### src/rtl/pc_branch_sequencer_if.sv
// Control-flow bundle between the EX stage / hazard unit and the PC sequencer.
// The sequencer takes the slave modport; the EX-stage driver takes the master modport.
interface pc_branch_sequencer_if #(
   parameter int CNT_W = 16
);
   logic             Start;
   logic             Stall;
   logic             EXValid;
   logic [1:0]       EXBranch;
   logic             EXZero;
   logic             EXHalt;
   logic [31:0]      BranchTarget;
   logic [31:0]      JumpTarget;
   logic [31:0]      PC;
   logic [31:0]      PCPlus4;
   logic [1:0]       PCSrc;
   logic             FlushIFID;
   logic             FlushIDEX;
   logic             Running;
   logic             Halted;
   logic [CNT_W-1:0] BranchCount;
   logic [CNT_W-1:0] TakenCount;

   modport master (
      output Start, Stall, EXValid, EXBranch, EXZero, EXHalt, BranchTarget, JumpTarget,
      input  PC, PCPlus4, PCSrc, FlushIFID, FlushIDEX, Running, Halted, BranchCount, TakenCount
   );

   modport slave (
      input  Start, Stall, EXValid, EXBranch, EXZero, EXHalt, BranchTarget, JumpTarget,
      output PC, PCPlus4, PCSrc, FlushIFID, FlushIDEX, Running, Halted, BranchCount, TakenCount
   );
endinterface

### src/rtl/pc_branch_sequencer.sv
// Program counter owner: picks PC+4 / branch / jump / hold, resolves redirects at EX,
// sequences IDLE/RUN/HALT and keeps saturating branch statistics for the debug display.
module pc_branch_sequencer #(
   parameter logic [31:0] RESET_PC = 32'h0000_0000,
   parameter int          CNT_W    = 16
) (
   input logic                   Clk,
   input logic                   Rst,
   pc_branch_sequencer_if.slave  bus
);

   typedef enum logic [1:0] {
      IDLE = 2'b00,
      RUN  = 2'b01,
      HALT = 2'b10
   } state_t;

   localparam logic [1:0] SRC_PC4  = 2'b00;
   localparam logic [1:0] SRC_BR   = 2'b01;
   localparam logic [1:0] SRC_JMP  = 2'b10;
   localparam logic [1:0] SRC_HOLD = 2'b11;
   localparam logic [CNT_W-1:0] CNT_ONE = {{(CNT_W-1){1'b0}}, 1'b1};

   state_t           state_q, state_d;
   logic [31:0]      pc_q, pc_d;
   logic [CNT_W-1:0] branchCnt_q, branchCnt_d;
   logic [CNT_W-1:0] takenCnt_q, takenCnt_d;
   logic [31:0]      pcPlus4;
   logic [1:0]       pcSrc;
   logic             flush;
   logic             isCond;
   logic             taken;

   assign pcPlus4 = pc_q + 32'd4;

   // Bubbles (EXValid low) must never redirect, count or halt.
   assign isCond = bus.EXValid & ((bus.EXBranch == 2'b01) | (bus.EXBranch == 2'b10));
   assign taken  = bus.EXValid & (((bus.EXBranch == 2'b01) &  bus.EXZero) |
                                  ((bus.EXBranch == 2'b10) & ~bus.EXZero) |
                                   (bus.EXBranch == 2'b11));

   always_comb begin
      state_d     = state_q;
      pc_d        = pc_q;
      pcSrc       = SRC_HOLD;
      flush       = 1'b0;
      branchCnt_d = branchCnt_q;
      takenCnt_d  = takenCnt_q;

      unique case (state_q)
         IDLE: begin
            if (bus.Start) state_d = RUN;
         end
         RUN: begin
            // A halting instruction squashes everything younger, then freezes the PC.
            if (bus.EXValid & bus.EXHalt) begin
               state_d = HALT;
               flush   = 1'b1;
            end else if (taken) begin
               flush = 1'b1;
               if (bus.EXBranch == 2'b11) begin
                  pcSrc = SRC_JMP;
                  pc_d  = {bus.JumpTarget[31:2], 2'b00};
               end else begin
                  pcSrc = SRC_BR;
                  pc_d  = {bus.BranchTarget[31:2], 2'b00};
               end
            end else if (!bus.Stall) begin
               pcSrc = SRC_PC4;
               pc_d  = {pcPlus4[31:2], 2'b00};
            end

            if (isCond && branchCnt_q != '1) branchCnt_d = branchCnt_q + CNT_ONE;
            if (isCond && taken && takenCnt_q != '1) takenCnt_d = takenCnt_q + CNT_ONE;
         end
         HALT: begin
         end
         default: state_d = IDLE;
      endcase
   end

   // Reset is synchronous and overrides any redirect or stall in flight.
   always_ff @(posedge Clk) begin
      if (!Rst) begin
         state_q     <= IDLE;
         pc_q        <= RESET_PC;
         branchCnt_q <= '0;
         takenCnt_q  <= '0;
      end else begin
         state_q     <= state_d;
         pc_q        <= pc_d;
         branchCnt_q <= branchCnt_d;
         takenCnt_q  <= takenCnt_d;
      end
   end

   assign bus.PC          = pc_q;
   assign bus.PCPlus4     = pcPlus4;
   assign bus.PCSrc       = pcSrc;
   assign bus.FlushIFID   = flush;
   assign bus.FlushIDEX   = flush;
   assign bus.Running     = (state_q == RUN);
   assign bus.Halted      = (state_q == HALT);
   assign bus.BranchCount = branchCnt_q;
   assign bus.TakenCount  = takenCnt_q;

endmodule

### src/flat_wrapper.sv
// flat-port wrapper written by rule: the top's interface ports become plain ports
module pc_branch_sequencer_flat 
#(
   parameter logic [31:0] RESET_PC = 32'h0000_0000,
   parameter int          CNT_W    = 16
)
  (Clk, Rst, bus_Start, bus_Stall, bus_EXValid, bus_EXBranch, bus_EXZero, bus_EXHalt, bus_BranchTarget, bus_JumpTarget, bus_PC, bus_PCPlus4, bus_PCSrc, bus_FlushIFID, bus_FlushIDEX, bus_Running, bus_Halted, bus_BranchCount, bus_TakenCount);
  pc_branch_sequencer_if #(.CNT_W(CNT_W)) bus_i ();
  input logic Clk;
  input logic Rst;
  input wire logic [$bits(bus_i.Start)-1:0] bus_Start;
  input wire logic [$bits(bus_i.Stall)-1:0] bus_Stall;
  input wire logic [$bits(bus_i.EXValid)-1:0] bus_EXValid;
  input wire logic [$bits(bus_i.EXBranch)-1:0] bus_EXBranch;
  input wire logic [$bits(bus_i.EXZero)-1:0] bus_EXZero;
  input wire logic [$bits(bus_i.EXHalt)-1:0] bus_EXHalt;
  input wire logic [$bits(bus_i.BranchTarget)-1:0] bus_BranchTarget;
  input wire logic [$bits(bus_i.JumpTarget)-1:0] bus_JumpTarget;
  output wire logic [$bits(bus_i.PC)-1:0] bus_PC;
  output wire logic [$bits(bus_i.PCPlus4)-1:0] bus_PCPlus4;
  output wire logic [$bits(bus_i.PCSrc)-1:0] bus_PCSrc;
  output wire logic [$bits(bus_i.FlushIFID)-1:0] bus_FlushIFID;
  output wire logic [$bits(bus_i.FlushIDEX)-1:0] bus_FlushIDEX;
  output wire logic [$bits(bus_i.Running)-1:0] bus_Running;
  output wire logic [$bits(bus_i.Halted)-1:0] bus_Halted;
  output wire logic [$bits(bus_i.BranchCount)-1:0] bus_BranchCount;
  output wire logic [$bits(bus_i.TakenCount)-1:0] bus_TakenCount;
  assign bus_i.Start = bus_Start;
  assign bus_i.Stall = bus_Stall;
  assign bus_i.EXValid = bus_EXValid;
  assign bus_i.EXBranch = bus_EXBranch;
  assign bus_i.EXZero = bus_EXZero;
  assign bus_i.EXHalt = bus_EXHalt;
  assign bus_i.BranchTarget = bus_BranchTarget;
  assign bus_i.JumpTarget = bus_JumpTarget;
  assign bus_PC = bus_i.PC;
  assign bus_PCPlus4 = bus_i.PCPlus4;
  assign bus_PCSrc = bus_i.PCSrc;
  assign bus_FlushIFID = bus_i.FlushIFID;
  assign bus_FlushIDEX = bus_i.FlushIDEX;
  assign bus_Running = bus_i.Running;
  assign bus_Halted = bus_i.Halted;
  assign bus_BranchCount = bus_i.BranchCount;
  assign bus_TakenCount = bus_i.TakenCount;
  pc_branch_sequencer #(.RESET_PC(RESET_PC), .CNT_W(CNT_W)) u_core (.Clk(Clk), .Rst(Rst), .bus(bus_i));
endmodule
### config.mk
export PLATFORM = sky130hd
export DESIGN_NAME = pc_branch_sequencer_flat
export DESIGN_NICKNAME = d
export VERILOG_FILES = /design/src/rtl/pc_branch_sequencer_if.sv /design/src/rtl/pc_branch_sequencer.sv /design/src/flat_wrapper.sv
export SDC_FILE = /design/constraint.sdc
export NUM_CORES = 1
export LEC_CHECK = 0
export CAP_MARGIN = 20
export CORE_MARGIN = 4
export CORE_UTILIZATION = 44
export DETAILED_ROUTE_END_ITERATION = 7
export PLACE_DENSITY_LB_ADDON = 0.12
export SYNTH_ARGS = -nofsm -noshare
export SYNTH_HDL_FRONTEND = slang
export SYNTH_SLANG_ARGS = --single-unit
### constraint.sdc
create_clock -name Clk -period 2.3 [get_ports Clk]
set_input_delay 0.23 -clock Clk [delete_from_list [all_inputs] [get_ports Clk]]
set_output_delay 0.23 -clock Clk [all_outputs]
set_load 0.1 [all_outputs]
**After elaboration in Yosys (flattened, before gate mapping)**

Cells that the tools add are included.

- Register bits after elaboration: 66
- Logic and storage cells: 50

- Add/sub/neg operators: 3
- Eq/ne operators: 10
- Mux-type cells: 14
- Bitwise logic cells: 11
- Reduce and logical (&&, ||, !) cells: 8

Operators by type and width:

| operator | number |
|---|---|
| $mux W32 | 3 |
| $add A16 B1 Y16 const B | 2 |
| $add A32 B3 Y32 const B | 1 |
| $ne A16 B16 Y1 const B | 2 |
| $mux W2 | 7 |
| $eq A2 B2 Y1 const B | 3 |
| $pmux W2 S3 | 1 |
| $reduce_and A3 Y1 | 2 |
| $and A1 B1 Y1 | 5 |
| $eq A2 B1 Y1 const B | 2 |
| $ne A2 B1 Y1 const B | 2 |
| $reduce_and A2 Y1 | 2 |
| $logic_and A1 B1 Y1 | 3 |
| $mux W1 | 3 |
| $not A1 Y1 | 3 |
| $or A1 B1 Y1 | 3 |
| $logic_not A2 Y1 | 1 |
| $ne A2 B2 Y1 const B | 1 |

**Longest topological paths before layout**

Gate-level depths: netlist (run 1).

- Depth after elaboration: 8
- Gate-level depth with buffers: 8
- Depth with buffers taken out: 6

**Worst setup path before layout (run 1)**

Ideal clock, no wire load.

- Kind: register -> register
- From: reg u_core.pc_q[6] (netlist: u_core.bus.PC[6])
- To: reg u_core.pc_q[15] (netlist: u_core.bus.PC[15])
- Setup time: 0.066 ns
- Arrival time: 3.952 ns
- Data required time: 2.234 ns
- Slack: -1.718 ns
- Stages on the path, launching flop included: 6
- Buffers on the path: 0
- Period minus slack after synthesis: 4.018 ns
- Cells stage by stage: dfxtp_1 -> nand3_1 -> nor2_1 -> nand4_1 -> xnor2_1 -> a41o_1

- Cells in the longest elaborated chain, start to end: 3

Ends and longest elaborated chain:

| element | line | text |
|---|---|---|
| start, declared | pc_branch_sequencer.sv:25 | `logic [31:0] pc_q, pc_d;` |
| start signal, assigned | pc_branch_sequencer.sv:91 | `pc_q <= pc_d;` |
| $add A32 B3 Y32 | pc_branch_sequencer.sv:34 | `assign pcPlus4 = pc_q + 32'd4;` |
| net bus_PCPlus4[15] | flat_wrapper.sv:20 | `output wire logic [$bits(bus_i.PCPlus4)-1:0] bus_PCPlus4;` |
| $mux W32 | pc_branch_sequencer.sv:68 | `end else if (!bus.Stall) begin` |
| $mux W32 | pc_branch_sequencer.sv:59 | `end else if (taken) begin` |

The timed path passes the listed nets, and every way through them passes these cells. The select of a mux whose other input is x is not followed.
A chain may end at the register's enable or synchronous reset.

**Worst setup path in the final report (run 1)**

- From: reg u_core.pc_q[2] (netlist: u_core.bus.PC[2])
- To: out bus_PCPlus4[22]

- Cells in the longest elaborated chain, start to end: 1

Ends and longest elaborated chain:

| element | line |
|---|---|
| $add A32 B3 Y32 | pc_branch_sequencer.sv:34 |
| end, declared | flat_wrapper.sv:20 |

No other way between the ends.

==> flow_summary.toml, run 1 <==
[sta]
period_needed_ns = 2.277
hold_viol_final = 0
max_freq_mhz = 439.2
tightest_slew_ns = 0.5622
fin_ws_ns = 0.02327
finalSetupViolCount = 0
period_share = 0.9899
drv_slew = 0
rsz0062_at_grt = "yes"
worst_hold_slack_ns = 0.4871
slew_headroom = 0.6252
fin_worst_skew_ns = 0.01152

[synth]
synth-simple-area-share = 0.2948
synthArstFlopShare = 0
syn_area_per_cell_sq_um = 7.816
yosys.area.top_type_share = 0.3019
ys_seq_area_frac = 0.3019
yosysTopAreaCell = "dfxtp_1"
netlist-cell-type-count = 55
syn_area_sq_um = 4244
yosys.area_share.xor_xnor = 0.1032
synthFlopType = "dfxtp_1"
synth-compound-area-share = 0.1562
muxShareOfSynthArea = 0.08225
synth_common_cells = "dfxtp_1, nor2_1, nand2_1"
synth_edf_count = 0
syn_inst = 543
synth-adder-area-share = 0.01179
ys_top_cells_by_area = "dfxtp_1, mux2i_1, xnor2_1"
yosysMostFrequentCell = "dfxtp_1"
synth_top_family_by_area = "simple AND/OR/NAND/NOR gates"
yosysWarnings = 0
ys_seq_elements = 64

[routing]
vias = 5047
vias_per_cell = 5.755
wl_per_cell_um = 17.81
drtIter0Drc = 276
ant_nets = 0
drc = 0
wirelength_um = 15620
dr.pass1.iters = 5

[die]
die_w_um = 106.2
core-area_sq_um = 9328
start_util = 0.4550
num_rows = 35
die_area_sq_um = 11280
io_pins = 175
die_h_um = 106.2

[worst_setup_path]
worstSetupEndpointType = "primary output"
worstSetupPathType = "reg2out"
r2r_start = "u_core.bus.TakenCount[0]$_SDFFE_PN0P_"
worstSetupStartpoint = "u_core.bus.PC[2]$_SDFFE_PN0P_"
startpoint_type = "flop"
cp.arrival_ns = 2.05
crit_fanout = 5
cp.required_ns = 2.07

[clock_network]
clk_latency_ns = 0.34
numCtsBuffers = 9
cts_tree = "yes"
htree_levels = 3
clk_path_buf_depth = 2
cts_sinks = 64
cts_hold_buf = 0
cts.root.buffer_cell = "clkbuf_8"
path_clk_slew_ns = 0.07

[placement]
place_ws_ns = -0.2617
hpwl_um = 11150
io_buffers = 166
place_congestion = 0.8613

[pwr]
ir_drop_mv = 0.3696
power-per-cell-area_nw_per_um2 = 411.9
power.leakage_nw = 2.942

[grt]
grt-ovfl-total = 0
antenna_found_initial = 0
grt_pass1_wl_um = 24210
grt_max_degree = 38
grt_pass1_vias = 4946
grt_usage = 0.2627

[layout]
syn_to_final_growth_pct = 77.48
drive_gt1_frac = 0.3957
num_antenna_cells = 0
nets = 820

[min_path]
min_from = "bus_Start"
holdCritPathClass = "in2reg"

[status]
status = "complete, no violations"

[job]
cap_viol_max_count = 0
cell families (layout without fill, tap and decap cells):
logic type,Yosys count,count (layout)
other,1,4
multiplexers,34,34
flip-flops,64,64
AND/OR/NAND/NOR,243,243
AO/OA/AOI/OAI,101,101
XOR/XNOR,50,50
adder cells (fa/ha/maj),4,4
buffers and inverters,46,248
metal layers:
metal  track usage  wire length (um)  up-vias
met5             0                 0        -
met4        0.1156               494        0
met3       0.05404              1057       41
met2        0.4810              8298      222
met1        0.2910              5769     2399
li1              -                 -     2385
sequential cells by signal, summed over array words and instances (netlist names):
| signal | count |
|---|---|
| u_core.bus.BranchCount | 16 |
| u_core.state_q | 2 |
| u_core.bus.PC | 30 |
| u_core.bus.TakenCount | 16 |
layout by cell type (no fill, tap or decap), types with 11 or more instances in the layout:
master / instances
dfxtp_2: 27
a21oi_1: 28
nand4_1: 22
xnor2_1: 11
nand2_1: 48
nor2_1: 47
buf_4: 121
mux2i_1: 27
dfxtp_1: 13
o21ai_0: 26
xor2_4: 11
dfxtp_4: 24
nand3_1: 25
xor2_1: 11
buf_12: 34
nor3_1: 18
clkdlybuf4s50_1: 68
xnor2_4: 11
layout make-up:
class,count,area [sq um]
flip-flops and latches,64,1405
well taps,129,161.4
clock inverters,4,25.02
repair buffers,227,2315
inverters,5,18.77
fillers,590,1795
clock buffers,12,166.4
multi-input cells,436,3441
repair_timing:
| item | in CTS | in global routing |
|---|---|---|
| hold endpoints to repair | 0 | 0 |
| cloned | 0 | 0 |
| setup endpoints to repair | 13 | 17 |
| gates resized for setup | 8 | 10 |
| buffers inserted | 13 | 21 |
| pin swaps | 10 | 21 |
final timing paths:
check | slack [ns] | depth (start not counted) | endpoint
max | 0.02 | 7 | bus_PCPlus4[22]
min | 0.49 | 3 | u_core.state_q[0]$_SDFFE_PN0P_
max reg2reg | 0.32 | 6 | u_core.bus.TakenCount[11]$_SDFFE_PN0P_
min reg2reg | 0.50 | 2 | u_core.bus.BranchCount[14]$_SDFFE_PN0P_
critical path: stages (launching register included):
cell,delay (ns)
dfxtp_4,0.38
ha_4,0.16
nand3_4,0.10
nor4_4,0.34
buf_4,0.21
nand3_4,0.11
xnor2_4,0.21
buf_12,0.19
power by group:
part	switching, mW	internal (mW)
clock network	0.465	0.486
logic	0.613	0.367
registers	0.0595	1.11
total	1.14	1.97
per-stage QoR:
stage	cells	util	area [sq um]	total power, mW	setup TNS (ns)
detailed placement	827	0.7489	6985	2.159	-1.736
global route	877	0.8075	7532	3.218	-0.2886
CTS	856	0.7844	7317	3.102	-0.2084
floorplan	546	-	5015	1.817	-1.945
finish	877	0.8075	7532	3.103	0
global placement	827	0.7489	6985	2.142	-0.9889
Note: power is estimated with default switching activity, not from simulation.
==> inputs of run 2 (changes only) <==
GPL_TIMING_DRIVEN = 0   (was unset)
==> run 2 against run 1 <==
Net effect:
- fmax shrank 6.1%
- largest cell class unchanged
- the run now ends with negative setup slack left
- register-to-register slack lost 0.05 ns
- sequential share of layout area shrank 0.27 points
- first-iteration DRC count grew 51%
- combinational power is essentially flat
==> flow_summary.toml, run 2 (synthesized netlist as in run 1, its figures left out) <==
[grt]
grt-ovfl-total = 0
grt_usage = 0.2959
grt_pass1_vias = 5310
grt_pass1_wl_um = 26920
grt_max_degree = 12
antenna_found_initial = 0

[pwr]
power-per-cell-area_nw_per_um2 = 417.2
power.leakage_nw = 2.885
ir_drop_mv = 0.3340
p_total_mw = 3.188

[min_path]
holdPathEnd = "u_core.state_q[0]$_SDFFE_PN0P_"
holdCritPathClass = "in2reg"
worstHoldPathCells = 3
min_from = "bus_EXValid"

[sta]
slew_headroom = 0.3242
fin_tns_setup_ns = -0.3426
finalSetupViolCount = 6
fin_ws_ns = -0.1248
period_needed_ns = 2.425
drv_slew = 0
hold_viol_final = 0
tightest_slew_ns = 1.011
rsz0062_at_grt = "yes"
period_share = 1.054
fin_worst_skew_ns = 0.01105
max_freq_mhz = 412.4

[clock_network]
numCtsBuffers = 9
cts.root.buffer_cell = "clkbuf_8"
htree_levels = 3
cts_sinks = 64
cts_tree = "yes"
path_clk_slew_ns = 0.08
cts_hold_buf = 0
clk_path_buf_depth = 2
clk_latency_ns = 0.35

[die]
die_w_um = 106.2
num_rows = 35
io_pins = 175
start_util = 0.4550
die_h_um = 106.2
die_area_sq_um = 11280
core-area_sq_um = 9328

[layout]
final_common_cell = "clkdlybuf4s50_1"
final_cells = 899
fin_area_sq_um = 7641
nets = 842
num_antenna_cells = 0
largest_register_ffs = 30
final_cell_mix = "clkdlybuf4s50_1, buf_4, nand2_1, nor2_1, a21oi_1"
syn_to_final_growth_pct = 80.04
drive_gt1_frac = 0.3117

[routing]
vias_per_cell = 5.942
wirelength_um = 17770
wl_per_cell_um = 19.77
drtIter0Drc = 417
vias = 5342
ant_nets = 0
drc = 0
dr.pass1.iters = 8

[placement]
io_buffers = 164
place_congestion = 0.9405
post-place-cells = 839
hpwl_um = 12090
place_area_sq_um = 6818
place_ws_ns = -1.324

[worst_setup_path]
startpoint_type = "flop"
crit_fanout = 5
r2r_slack_ns = 0.27
worstSetupEndpointType = "primary output"
reg2reg_depth = 6
worstSetupPathType = "reg2out"
timing.rr.end = "u_core.bus.BranchCount[0]$_SDFFE_PN0P_"
r2r_start = "u_core.bus.BranchCount[0]$_SDFFE_PN0P_"
cp.required_ns = 2.07
cp.arrival_ns = 2.19

[status]
status = "finished, violations left"
violations = "negative setup slack"

[job]
cap_viol_max_count = 0
## run 2: changes by cell type in the layout (fill, tap and decap cells not counted), moves of 5 or more
cell | before | now
clkbuf_4 | 0 | 5
buf_2 | 0 | 6
clkdlybuf4s50_1 | 68 | 125
clkbuf_1 | 1 | 14
buf_4 | 121 | 54
dlygate4sd2_1 | 0 | 7
buf_12 | 34 | 14
## run 2: area by class of cell
cell class	instances	area, sq um
Buffer	36	212.7
Clock buffer	13	191.4
Clock inverter	3	17.52
Fill cell	585	1687
Inverter	5	18.77
Multi-Input combinational cell	436	3463
Sequential cell	64	1405
Tap cell	129	161.4
Timing Repair Buffer	213	2171
## run 2: per-stage QoR
step,utilization,hold slack (ns)
after floorplan,-,0.4026
after global placement,0.7309,0.4663
after detailed placement,0.7309,0.4941
after CTS,0.7893,0.3186
after global routing,0.8192,0.3542
final,0.8192,0.3256
## run 2: repair_timing
| action | CTS | global route |
|---|---|---|
| setup buffers | 30 | 19 |
| pin swaps | 18 | 20 |
| gates resized for setup | 221 | 39 |
| endpoints found under the setup margin | 46 | 25 |
## run 2: layer usage
metal | vias up | wire length, um | GRT usage
met3 | 83 | 1570 | 0.06315
met5 | - | 0 | 0
met2 | 340 | 8953 | 0.5199
li1 | 2425 | - | -
met1 | 2494 | 6445 | 0.3352
met4 | 0 | 803 | 0.1536
## run 2: how the worst max path moves through the flow
stage,from,endpoint,depth (start not counted)
global route,u_core.bus.PC[3]$_SDFFE_PN0P_,bus_PCPlus4[24],7
finish,u_core.bus.PC[3]$_SDFFE_PN0P_,bus_PCPlus4[24],7
detailed placement,bus_EXZero,bus_PCSrc[1],8
CTS,u_core.bus.PC[2]$_SDFFE_PN0P_,bus_PCPlus4[18],8
floorplan,u_core.bus.PC[2]$_SDFFE_PN0P_,bus_PCPlus4[18],6
global placement,bus_EXZero,bus_PCSrc[1],8
## run 2: where the power goes
group	switching (mW)	internal, mW
combinational	0.640	0.341
sequential	0.0540	1.11
clock	0.488	0.553
## run 2: worst max-delay path, stage by stage (launching register included)
cell and delay, ns:
dfxtp_4 0.40, ha_4 0.18, nand3_4 0.12, nor4_4 0.40
nand4_1 0.22, buf_6 0.19, xnor2_4 0.15, buf_12 0.19
